$ cat src/rtl/ah_snoop_fifo_arbiter.sv
// Round-robin write arbiter in front of a FIFO. Each granted payload is first
// snooped against the FIFO; matches are dropped and counted, others are written.
module ah_snoop_fifo_arbiter #(
  parameter int DW   = 110,
  parameter int NREQ = 4
) (
  input  logic               clk,
  input  logic               rstn,
  input  logic [NREQ-1:0]    req_valid,
  input  logic [NREQ*DW-1:0] req_data,
  output logic [NREQ-1:0]    req_ready,
  output logic [NREQ-1:0]    req_dup,
  output logic [DW-1:0]      fifo_wdata,
  output logic               fifo_wvalid,
  input  logic               fifo_wready,
  output logic [DW-1:0]      fifo_sdata,
  output logic               fifo_svalid,
  input  logic               fifo_smatch,
  output logic               busy,
  output logic [15:0]        dup_cnt
);

  localparam int IW = (NREQ > 1) ? $clog2(NREQ) : 1;
  localparam int CW = IW + 1;

  typedef enum logic [1:0] {
    ST_IDLE,
    ST_SNOOP,
    ST_WAIT,
    ST_WRITE
  } state_t;

  state_t        r_state;
  state_t        w_state_next;
  logic [IW-1:0] r_gnt;
  logic [IW-1:0] r_last;
  logic [DW-1:0] r_data;
  logic [15:0]   r_dup_cnt;

  logic [IW-1:0] w_pick;
  logic          w_found;
  logic [CW-1:0] w_cand;
  logic          w_take;
  logic          w_ack;
  logic          w_ack_dup;
  logic          w_svalid;
  logic          w_wvalid;
  logic [DW-1:0] w_req_data [NREQ];
  logic [NREQ-1:0] w_gnt_oh;

  // Per-requester views of the flat payload bus and of the acknowledge pulses.
  for (genvar gi = 0; gi < NREQ; gi++) begin : g_req
    assign w_req_data[gi] = req_data[gi*DW +: DW];
    assign w_gnt_oh[gi]   = (r_gnt == IW'(gi));
    assign req_ready[gi]  = w_ack & w_gnt_oh[gi];
    assign req_dup[gi]    = w_ack_dup & w_gnt_oh[gi];
  end

  // Search starts one past the last acknowledged requester and wraps.
  always_comb begin
    w_found = 1'b0;
    w_pick  = '0;
    w_cand  = '0;
    for (int k = 1; k <= NREQ; k++) begin
      w_cand = CW'(r_last) + CW'(k);
      if (w_cand >= CW'(NREQ)) begin
        w_cand = w_cand - CW'(NREQ);
      end
      if (!w_found && req_valid[w_cand[IW-1:0]]) begin
        w_found = 1'b1;
        w_pick  = w_cand[IW-1:0];
      end
    end
  end

  always_ff @(posedge clk or negedge rstn) begin
    if (!rstn) begin
      r_state <= ST_IDLE;
    end else begin
      r_state <= w_state_next;
    end
  end

  always_comb begin
    w_state_next = r_state;
    w_take       = 1'b0;
    w_ack        = 1'b0;
    w_ack_dup    = 1'b0;
    w_svalid     = 1'b0;
    w_wvalid     = 1'b0;
    case (r_state)
      ST_IDLE: begin
        if (w_found) begin
          w_take       = 1'b1;
          w_state_next = ST_SNOOP;
        end
      end
      ST_SNOOP: begin
        w_svalid     = 1'b1;
        w_state_next = ST_WAIT;
      end
      ST_WAIT: begin
        if (fifo_smatch) begin
          w_ack        = 1'b1;
          w_ack_dup    = 1'b1;
          w_state_next = ST_IDLE;
        end else begin
          w_state_next = ST_WRITE;
        end
      end
      ST_WRITE: begin
        w_wvalid = 1'b1;
        if (fifo_wready) begin
          w_ack        = 1'b1;
          w_state_next = ST_IDLE;
        end
      end
      default: w_state_next = ST_IDLE;
    endcase
  end

  // Payload is captured at grant so requester changes cannot disturb the transfer.
  always_ff @(posedge clk or negedge rstn) begin
    if (!rstn) begin
      r_gnt     <= '0;
      r_last    <= IW'(NREQ - 1);
      r_data    <= '0;
      r_dup_cnt <= '0;
    end else begin
      if (w_take) begin
        r_gnt  <= w_pick;
        r_data <= w_req_data[w_pick];
      end
      if (w_ack) begin
        r_last <= r_gnt;
      end
      if (w_ack_dup && (r_dup_cnt != 16'hFFFF)) begin
        r_dup_cnt <= r_dup_cnt + 16'd1;
      end
    end
  end

  assign fifo_sdata  = r_data;
  assign fifo_wdata  = r_data;
  assign fifo_svalid = w_svalid;
  assign fifo_wvalid = w_wvalid;
  assign busy        = (r_state != ST_IDLE);
  assign dup_cnt     = r_dup_cnt;

endmodule

$ cat config.mk
export PLATFORM = sky130hd
export DESIGN_NAME = ah_snoop_fifo_arbiter
export DESIGN_NICKNAME = d
export VERILOG_FILES = /design/src/rtl/ah_snoop_fifo_arbiter.sv
export SDC_FILE = /design/constraint.sdc
export NUM_CORES = 1
export LEC_CHECK = 0
export BUFFER_PORTS_ARGS = -buffer_cell sky130_fd_sc_hd__buf_2
export CAP_MARGIN = 20
export CORE_AREA = 2 2 267 269
export DETAILED_ROUTE_END_ITERATION = 16
export DIE_AREA = 0 0 269 271
export GPL_TIMING_DRIVEN = 0
export MAX_ROUTING_LAYER = met4
export PLACE_DENSITY_LB_ADDON = 0.3
export SLEW_MARGIN = 10
export SYNTH_ARGS = -nofsm -noshare
export SYNTH_HDL_FRONTEND = slang
export SYNTH_SLANG_ARGS = --single-unit
$ cat constraint.sdc
create_clock -name clk -period 1.9 [get_ports clk]
set_input_delay 0.19 -clock clk [delete_from_list [all_inputs] [get_ports clk]]
set_output_delay 0.19 -clock clk [all_outputs]
set_load 0.01 [all_outputs]
==> results of run 1 <==
[layer usage]
layer	GRT usage [%]	wire, um	vias to the layer above
met1	14.6	20500	4838
met3	3.82	3280	77
met2	23.3	26000	426
met4	6.17	1830	0
met5	-	0	-
li1	-	-	4738
[Yosys cell counts (4+ instances only)]
cell	instances
clkbuf_1	14
nand2b_1	5
nor2_1	16
o221ai_2	101
buf_12	21
nand2_1	127
inv_1	5
o221ai_1	10
xor2_1	9
dfrtp_1	130
nor3_1	4
buf_4	113
mux2i_1	221
xnor2_1	5
buf_2	22
[worst max-delay path by stage]
stage               slack [ps]              end  startpoint
global route              -370   fifo_sdata[82]   r_last[1]
detailed placement        -680   fifo_sdata[47]   r_last[1]
CTS                       -300   fifo_sdata[42]   r_last[1]
finish                    -280   fifo_sdata[82]   r_last[1]
global placement         -1450  fifo_sdata[105]        rstn
floorplan                  100   fifo_sdata[40]   r_last[1]
[where the power goes]
part           switching, mW  leakage [nW]  total (mW)  internal (mW)
sequential              1.45          1.63        5.58           4.14
combinational           8.44          6.62        17.5           9.05
clock                   1.55         0.263        3.40           1.85
[registers in the layout, indices dropped and copies added (netlist names)]
name and flops:
r_gnt 2, r_last 2, r_state 2, dup_cnt 16, fifo_sdata 110
[worst max-delay path: stages (launching register included)]
cell and delay [ps]:
dfstp_2 560, nand2b_4 120, a21oi_2 50, o221ai_2 200, buf_6 220, buf_16 170, buf_12 150, clkbuf_16 190
mux2i_4 250, o221ai_2 120
[repair_timing]
action	CTS	global route
endpoints found under the hold margin	111	2
buffers inserted	13	6
endpoints found under the setup margin	120	117
gates cloned	3	9
pin swaps	6	24
resized for setup	163	121
hold buffers	90	3
[cell usage in the layout (no fill, tap or decap), types with 8 or more instances in the layout]
cell,synthesis,final
mux2i_4,0,61
o221ai_2,101,101
buf_4,113,126
o221ai_1,10,10
buf_12,21,25
nand2_1,127,124
buf_16,0,12
xor2_1,9,9
dlygate4sd3_1,0,93
buf_2,22,695
dfrtp_1,130,127
clkbuf_16,0,26
buf_6,1,15
mux2i_1,221,92
mux2i_2,0,68
nor2_1,16,14
clkbuf_2,0,8
[cells by family after synthesis]
group / after synthesis
buf+inv: 179
compound gates: 122
simple gates: 173
mux: 224
fa+ha+maj: 1
flops: 132
xor+xnor: 14
[area by class of cell]
| type | count | share of cell area, % |
|---|---|---|
| multi-input cells | 534 | 33.4 |
| repair buffers | 820 | 28.2 |
| flip-flops and latches | 132 | 18.7 |
| plain buffers | 173 | 9.74 |
| well taps | 940 | 6.65 |
| clock buffers | 19 | 2.50 |
| clock inverters | 13 | 0.707 |
| inverters | 5 | 0.106 |
| diodes | 2 | 0.0283 |
==> impl_metrics.ini, run 1 <==
[yosys]
synth_edf_count = 0
synth_fa_ha_area_share_pct = 0.130
synth_area_mm2 = 0.00964
ys_types = 42
synth_ff_type = dfrtp_1
ys_seq_area_share_pct = 34.3
synth_xor_area_share_pct = 1.27
synth_nets = 1294
synth.top_cell.area_share_pct = 33.8
synth_cells = 845
synth-seq-cells = 132
yosys_warnings = 0
synth_top_area_cell = dfrtp_1
synth_top_family_by_area = multiplexers
synth.area.mux_share_pct = 23.3
synth_area_leaders = dfrtp_1 34%, mux2i_1 23%, o221ai_2 16%, buf_4 8.8%, nand2_1 4.9%
synth_compound_area_share_pct = 17.5
yosys.area_share.simple_pct = 7.70
async_flop_share_pct = 100
postSynthAreaPerCell_um2 = 11.4

[sta]
setup_violations = 110
fin_crit_sh_pct = 115
fin_skew_ps = 10.8
hold_viol = 0
rsz0062_at_grt = yes
worstMarginPinSlew_ps = 672
setup_tns_ps = -22250
fin_hold_ws_ps = 30.2
drv_slew = 0
min_period_ps = 2180
fmax_mhz = 459
layout_setup_ws_ps = -277
slew-limit-headroom_pct = 55.2

[drt]
route.detailed.drc = 0
wirelength_um = 51600
dr.first_iter.drc_count = 336
viasPerCell = 3.82
ant_nets = 0
post_drt_wl_per_cell_um = 19.6
vias = 10100
drt_pass1_iterations = 4

[placement]
place_area_mm2 = 0.0143
dp_slack_ps = -680
dp_hpwl_um = 39100
placed_cells = 2481
io_buffers = 694
routabilityCongestion = 0.849

[job]
drv_cap = 0

[hold_path]
hp-class = primary input to flop
hold_start = req_data[327]
holdPathStages = 3
min_to = fifo_sdata[107]

[die]
die-area_mm2 = 0.0729
core-area_mm2 = 0.0698
fp-row-count = 97
die_h_um = 271
boundaryPins = 695
initial_core_util_pct = 13.8
die_x_um = 269

[global_route]
grtUsageTotal_pct = 13.7
globalRoute.totalOverflow = 0
grt_pass1_wl_um = 69600
grt_pass1_vias = 10700
grt_max_degree = 70
antenna_found_initial = 2

[worst_setup_path]
reg2reg_from = r_last[1]
cp.arrival_ps = 2520
critPathKind = flop to flop
rr_endpoint = fifo_sdata[82]
r2r_cells = 9
endpoint_kind = flop
required_ps = 2240
worstSetupStartpointType = flop
critPathMaxFanout = 5
rrSetupSlack_ps = -280

[clock_tree]
clockBufferDepth = 2
clk_latency_ps = 470
cts_made_buffers = 17
cts_tree = done
ctsHtreeMaxLevel = 4
numClockSinks = 132
clk_pin_slew_worst_paths_ps = 70
cts-root-buf = clkbuf_16

[status]
violations = setup timing
status = finished, violations left

[power]
power.density_mw_per_mm2 = 1500
leakage_nw = 8.52
total_power_mw = 26.5
peakVddDrop_v = 0.000523

[finish]
drive_gt1_share_pct = 69.6
fin_nets = 2132
fin_cells = 2638
seqCellArea_mm2 = 0.00331
final_util_pct = 25.4
multi_input_area_mm2 = 0.00590
stdcell_area_mm2 = 0.0177
area_delta_synth_final_pct = 83.7
n_fill_cell = 7358
Power figures use the tool's default switching activity.
==> inputs of run 2 (changes only) <==
--- a/config.mk
+++ b/config.mk
@@ -5,11 +5,11 @@
 export SDC_FILE = /design/constraint.sdc
 export NUM_CORES = 1
 export LEC_CHECK = 0
-export BUFFER_PORTS_ARGS = -buffer_cell sky130_fd_sc_hd__buf_2
 export CAP_MARGIN = 20
-export CORE_AREA = 2 2 267 269
+export CORE_AREA = 2 2 273 275
 export DETAILED_ROUTE_END_ITERATION = 16
-export DIE_AREA = 0 0 269 271
+export DIE_AREA = 0 0 275 277
+export DONT_BUFFER_PORTS = 1
 export GPL_TIMING_DRIVEN = 0
 export MAX_ROUTING_LAYER = met4
 export PLACE_DENSITY_LB_ADDON = 0.3
==> run 2 against run 1 <==
Against the previous run: the run now fails in 4_1_cts; synthesized area stayed put; synthesized cell count stayed put.
==> impl_metrics.ini, run 2 <==
[placement]
dp_hpwl_um = 35500
routabilityCongestion = 0.822
io_buffers = 0
place_area_mm2 = 0.0109

[yosys]
synth_area_leaders = dfrtp_1 34%, mux2i_1 23%, o221ai_2 16%, buf_4 8.8%, nand2_1 4.9%
synth_area_mm2 = 0.00964
synth_cells = 845
ys_seq_area_share_pct = 34.3
synth_nets = 1294
synth_commonest_cells = 221 x mux2i_1, 130 x dfrtp_1, 127 x nand2_1
async_flop_share_pct = 100
yosysMostFrequentCell = mux2i_1
yosys_warnings = 0
synth_edf_count = 0
synth_ff_type = dfrtp_1
synth_top_area_cell = dfrtp_1
postSynthAreaPerCell_um2 = 11.4
ys_types = 42
synth.top_cell.area_share_pct = 33.8
synth-seq-cells = 132

[die]
initial_core_util_pct = 13.1
die_h_um = 277
boundaryPins = 695
fp-row-count = 100
die_x_um = 275

[clock_tree]
cts-root-buf = clkbuf_16
cts_made_buffers = 17
ctsHtreeMaxLevel = 4
cts_hold_buf = 377
numClockSinks = 132
clockBufferDepth = 2
cts_resized = 233
postCtsSetupRepairBufs = 26

[status]
flow.stopped_at = 4_1_cts
status = stopped before the end
stop_error = [ERROR RSZ-0060] Max buffer count reached.
## run 2: cell counts after synthesis
Identical to the previous run, type by type.
## run 2: kinds of logic after synthesis
kind of cell / share of synthesized area, %
xor gates and xnor gates: 1.27
AOI/OAI and AO/OA: 17.5
adders and majority gates: 0.130
muxes: 23.3
DFF: 34.3
and+or+nand+nor: 7.70
buffers and inverters: 15.7
## run 2: per-stage QoR
step,instances,setup WS [ps],util (%),hold WS [ps]
global placement,1814,-1040,14.7,-101
floorplan,845,100,-,-106
detailed placement,1815,-1040,14.8,-101
==> inputs of run 3 (changes only) <==
--- a/config.mk
+++ b/config.mk
@@ -6,13 +6,12 @@
 export NUM_CORES = 1
 export LEC_CHECK = 0
 export CAP_MARGIN = 20
-export CORE_AREA = 2 2 273 275
+export CORE_AREA = 2 2 268 270
 export DETAILED_ROUTE_END_ITERATION = 16
-export DIE_AREA = 0 0 275 277
+export DIE_AREA = 0 0 270 272
 export DONT_BUFFER_PORTS = 1
 export GPL_TIMING_DRIVEN = 0
-export MAX_ROUTING_LAYER = met4
-export PLACE_DENSITY_LB_ADDON = 0.3
+export PLACE_DENSITY_LB_ADDON = 0.15
 export SLEW_MARGIN = 10
 export SYNTH_ARGS = -nofsm -noshare
 export SYNTH_HDL_FRONTEND = slang
==> constraint.sdc (replaced) <==
create_clock -name clk -period 2.5 [get_ports clk]
set_input_delay 0.25 -clock clk [delete_from_list [all_inputs] [get_ports clk]]
set_output_delay 0.25 -clock clk [all_outputs]
set_load 0.01 [all_outputs]
==> run 3 against run 2 <==
Against the previous run: the flow now finishes, with violations (hold timing).
==> impl_metrics.ini, run 3 (synthesized netlist as in run 1, its figures left out) <==
[sta]
layout_setup_ws_ps = 200
slew-limit-headroom_pct = 33.5
hold_viol = 132
min_period_ps = 2300
worstMarginPinSlew_ps = 998
fin_hold_ws_ps = -533
fin_skew_ps = 17.3
setup_violations = 0
fmax_mhz = 435
rsz0062_at_grt = no
fin_crit_sh_pct = 92.0
setup_tns_ps = 0
drv_slew = 0

[power]
leakage_nw = 6.26
peakVddDrop_v = 0.000389
power.density_mw_per_mm2 = 1130

[drt]
ant_nets = 0
post_drt_wl_per_cell_um = 22.2
dr.first_iter.drc_count = 310
drt_pass1_iterations = 4
wirelength_um = 47100
vias = 8176
viasPerCell = 3.86
route.detailed.drc = 0

[global_route]
grt_pass1_wl_um = 65700
grt_pass1_vias = 9110
globalRoute.totalOverflow = 0
grt_max_degree = 133
antenna_found_initial = 2
grtUsageTotal_pct = 12.4

[finish]
multi_input_area_mm2 = 0.00482
fin_nets = 1602
seqCellArea_mm2 = 0.00331
area_delta_synth_final_pct = 48.5
layout_commonest_cell = dlygate4sd3_1
n_fill_cell = 7654
largest_reg_flops = 110
most-common-layout-cells = 289 x dlygate4sd3_1, 220 x mux2i_1, 130 x dfrtp_1, 127 x nand2_1, 115 x buf_4
drive_gt1_share_pct = 26.4
stdcell_area_mm2 = 0.0143

[placement]
routabilityCongestion = 0.787
io_buffers = 0
place_area_mm2 = 0.0108
dp_slack_ps = -296
dp_hpwl_um = 35500

[worst_setup_path]
critPathMaxFanout = 10
cp.arrival_ps = 2630
required_ps = 2830
critPathKind = flop to flop
worstSetupStartpointType = flop
endpoint_kind = flop

[clock_tree]
clk_latency_ps = 480
clk_pin_slew_worst_paths_ps = 70
cts_made_buffers = 17
clockBufferDepth = 2
postCtsSetupRepairBufs = 0
numClockSinks = 132
cts-root-buf = clkbuf_16
cts_tree = done
ctsHtreeMaxLevel = 4

[die]
die_x_um = 270
boundaryPins = 695
fp-row-count = 98
initial_core_util_pct = 13.6
die-area_mm2 = 0.0734
core-area_mm2 = 0.0708
die_h_um = 272

[status]
status = finished, violations left
violations = hold timing

[job]
drv_cap = 0

[hold_path]
hp-class = primary input to async pin
## run 3: through the flow
stage | util [%] | power (mW) | cells
3_3_place_gp | 15.3 | 13.5 | 1795
3_5_place_dp | 15.3 | 13.5 | 1795
6_report | 20.2 | 16.2 | 2120
5_1_grt | 20.2 | 17.3 | 2118
2_1_floorplan | - | 11.0 | 845
4_1_cts | 20.2 | 16.6 | 2115
## run 3: area by class of cell
class	instances	area share, %
diodes	4	0.0699
plain buffers	174	10.5
inverters	5	0.131
flip-flops and latches	132	23.1
clock buffers	18	3.07
multi-input cells	534	33.7
clock inverters	14	0.901
repair buffers	289	20.2
well taps	950	8.31
## run 3: final timing paths
| path | startpoint | to | slack (ps) | cells past startpoint |
|---|---|---|---|---|
| min reg2reg | dup_cnt[10] | dup_cnt[10] | 580 | 1 |
| min | rstn | fifo_sdata[53] | -530 | 0 |
| max in group asynchronous | rstn | r_last[1] | 2770 | 0 |
| max reg2reg | r_last[1] | fifo_sdata[40] | 200 | 8 |
| min in group clk | req_data[157] | fifo_sdata[47] | 30 | 2 |
| max | r_last[1] | fifo_sdata[40] | 200 | 8 |
## run 3: routing by layer
| metal | routed length, um | GRT usage (%) |
|---|---|---|
| met1 | 19200 | 14.6 |
| met2 | 24500 | 21.8 |
| met3 | 2420 | 3.27 |
| met4 | 976 | 4.50 |
| met5 | 0 | 0 |
## run 3: power by group
| part | total (mW) | internal, mW | switching [mW] | leakage [nW] |
|---|---|---|---|---|
| Sequential | 4.91 | 3.13 | 1.78 | 1.64 |
| Clock | 2.59 | 1.40 | 1.19 | 0.262 |
| Combinational | 8.74 | 4.15 | 4.58 | 4.36 |
| Total | 16.2 | 8.68 | 7.55 | 6.26 |
## run 3: worst max-delay path, cell delays in order, from the launching register on
cell,delay [ps]
dfstp_2,590
nand2b_1,120
a21oi_1,70
o221ai_2,210
buf_6,170
buf_12,200
buf_12,180
mux2i_1,430
o221ai_2,160
## run 3: timing repair
item	4_1_cts	5_1_grt
setup endpoints to repair	18	25
gates resized for setup	4	7
endpoints found under the hold margin	226	133
hold buffers	288	1
==> inputs of run 4 (changes only) <==
--- a/config.mk
+++ b/config.mk
@@ -11,7 +11,6 @@
 export DIE_AREA = 0 0 270 272
 export DONT_BUFFER_PORTS = 1
 export GPL_TIMING_DRIVEN = 0
-export PLACE_DENSITY_LB_ADDON = 0.15
 export SLEW_MARGIN = 10
 export SYNTH_ARGS = -nofsm -noshare
 export SYNTH_HDL_FRONTEND = slang
==> run 4 against run 3 <==
Against the previous run: the flow now stops in 4_1_cts; synthesized cell count did not move; synthesized area unchanged.
==> impl_metrics.ini, run 4 <==
[status]
status = stopped before the end
flow.stopped_at = 4_1_cts
stop_error = [ERROR RSZ-0060] Max buffer count reached.

[yosys]
synth_nets = 1294
ys_seq_area_share_pct = 34.3
postSynthAreaPerCell_um2 = 11.4
synth_cells = 845
synth_area_mm2 = 0.00964
yosys_warnings = 0
async_flop_share_pct = 100
synth_commonest_cells = 221 x mux2i_1, 130 x dfrtp_1, 127 x nand2_1
synth_area_leaders = dfrtp_1 34%, mux2i_1 23%, o221ai_2 16%, buf_4 8.8%, nand2_1 4.9%
synth-seq-cells = 132
synth_edf_count = 0
yosysMostFrequentCell = mux2i_1
synth_ff_type = dfrtp_1
ys_types = 42
synth_top_area_cell = dfrtp_1
synth.top_cell.area_share_pct = 33.8

[clock_tree]
cts_made_buffers = 17
cts-root-buf = clkbuf_16
cts_resized = 6
cts_hold_buf = 366
postCtsSetupRepairBufs = 0
ctsHtreeMaxLevel = 4
clockBufferDepth = 2
numClockSinks = 132

[die]
die_h_um = 272
initial_core_util_pct = 13.6
die_x_um = 270
fp-row-count = 98
boundaryPins = 695

[placement]
io_buffers = 0
dp_hpwl_um = 34100
dp_slack_ps = -307
routabilityCongestion = 0.931
==> run 4: cells by family after synthesis <==
family	count (synthesis)	share of synthesized area [%]
AOI/OAI and AO/OA	122	17.5
muxes	224	23.3
xor gates and xnor gates	14	1.27
DFF	132	34.3
adders and majority gates	1	0.130
and+or+nand+nor	173	7.70
buffers and inverters	179	15.7
==> run 4: through the flow <==
stage / instances / instance area [um2] / utilization (%) / hold slack (ps)
after floorplan: 845 / 9640 / - / -45.6
after global placement: 1795 / 10800 / 15.3 / -41.4
after detailed placement: 1796 / 10800 / 15.3 / -39.3
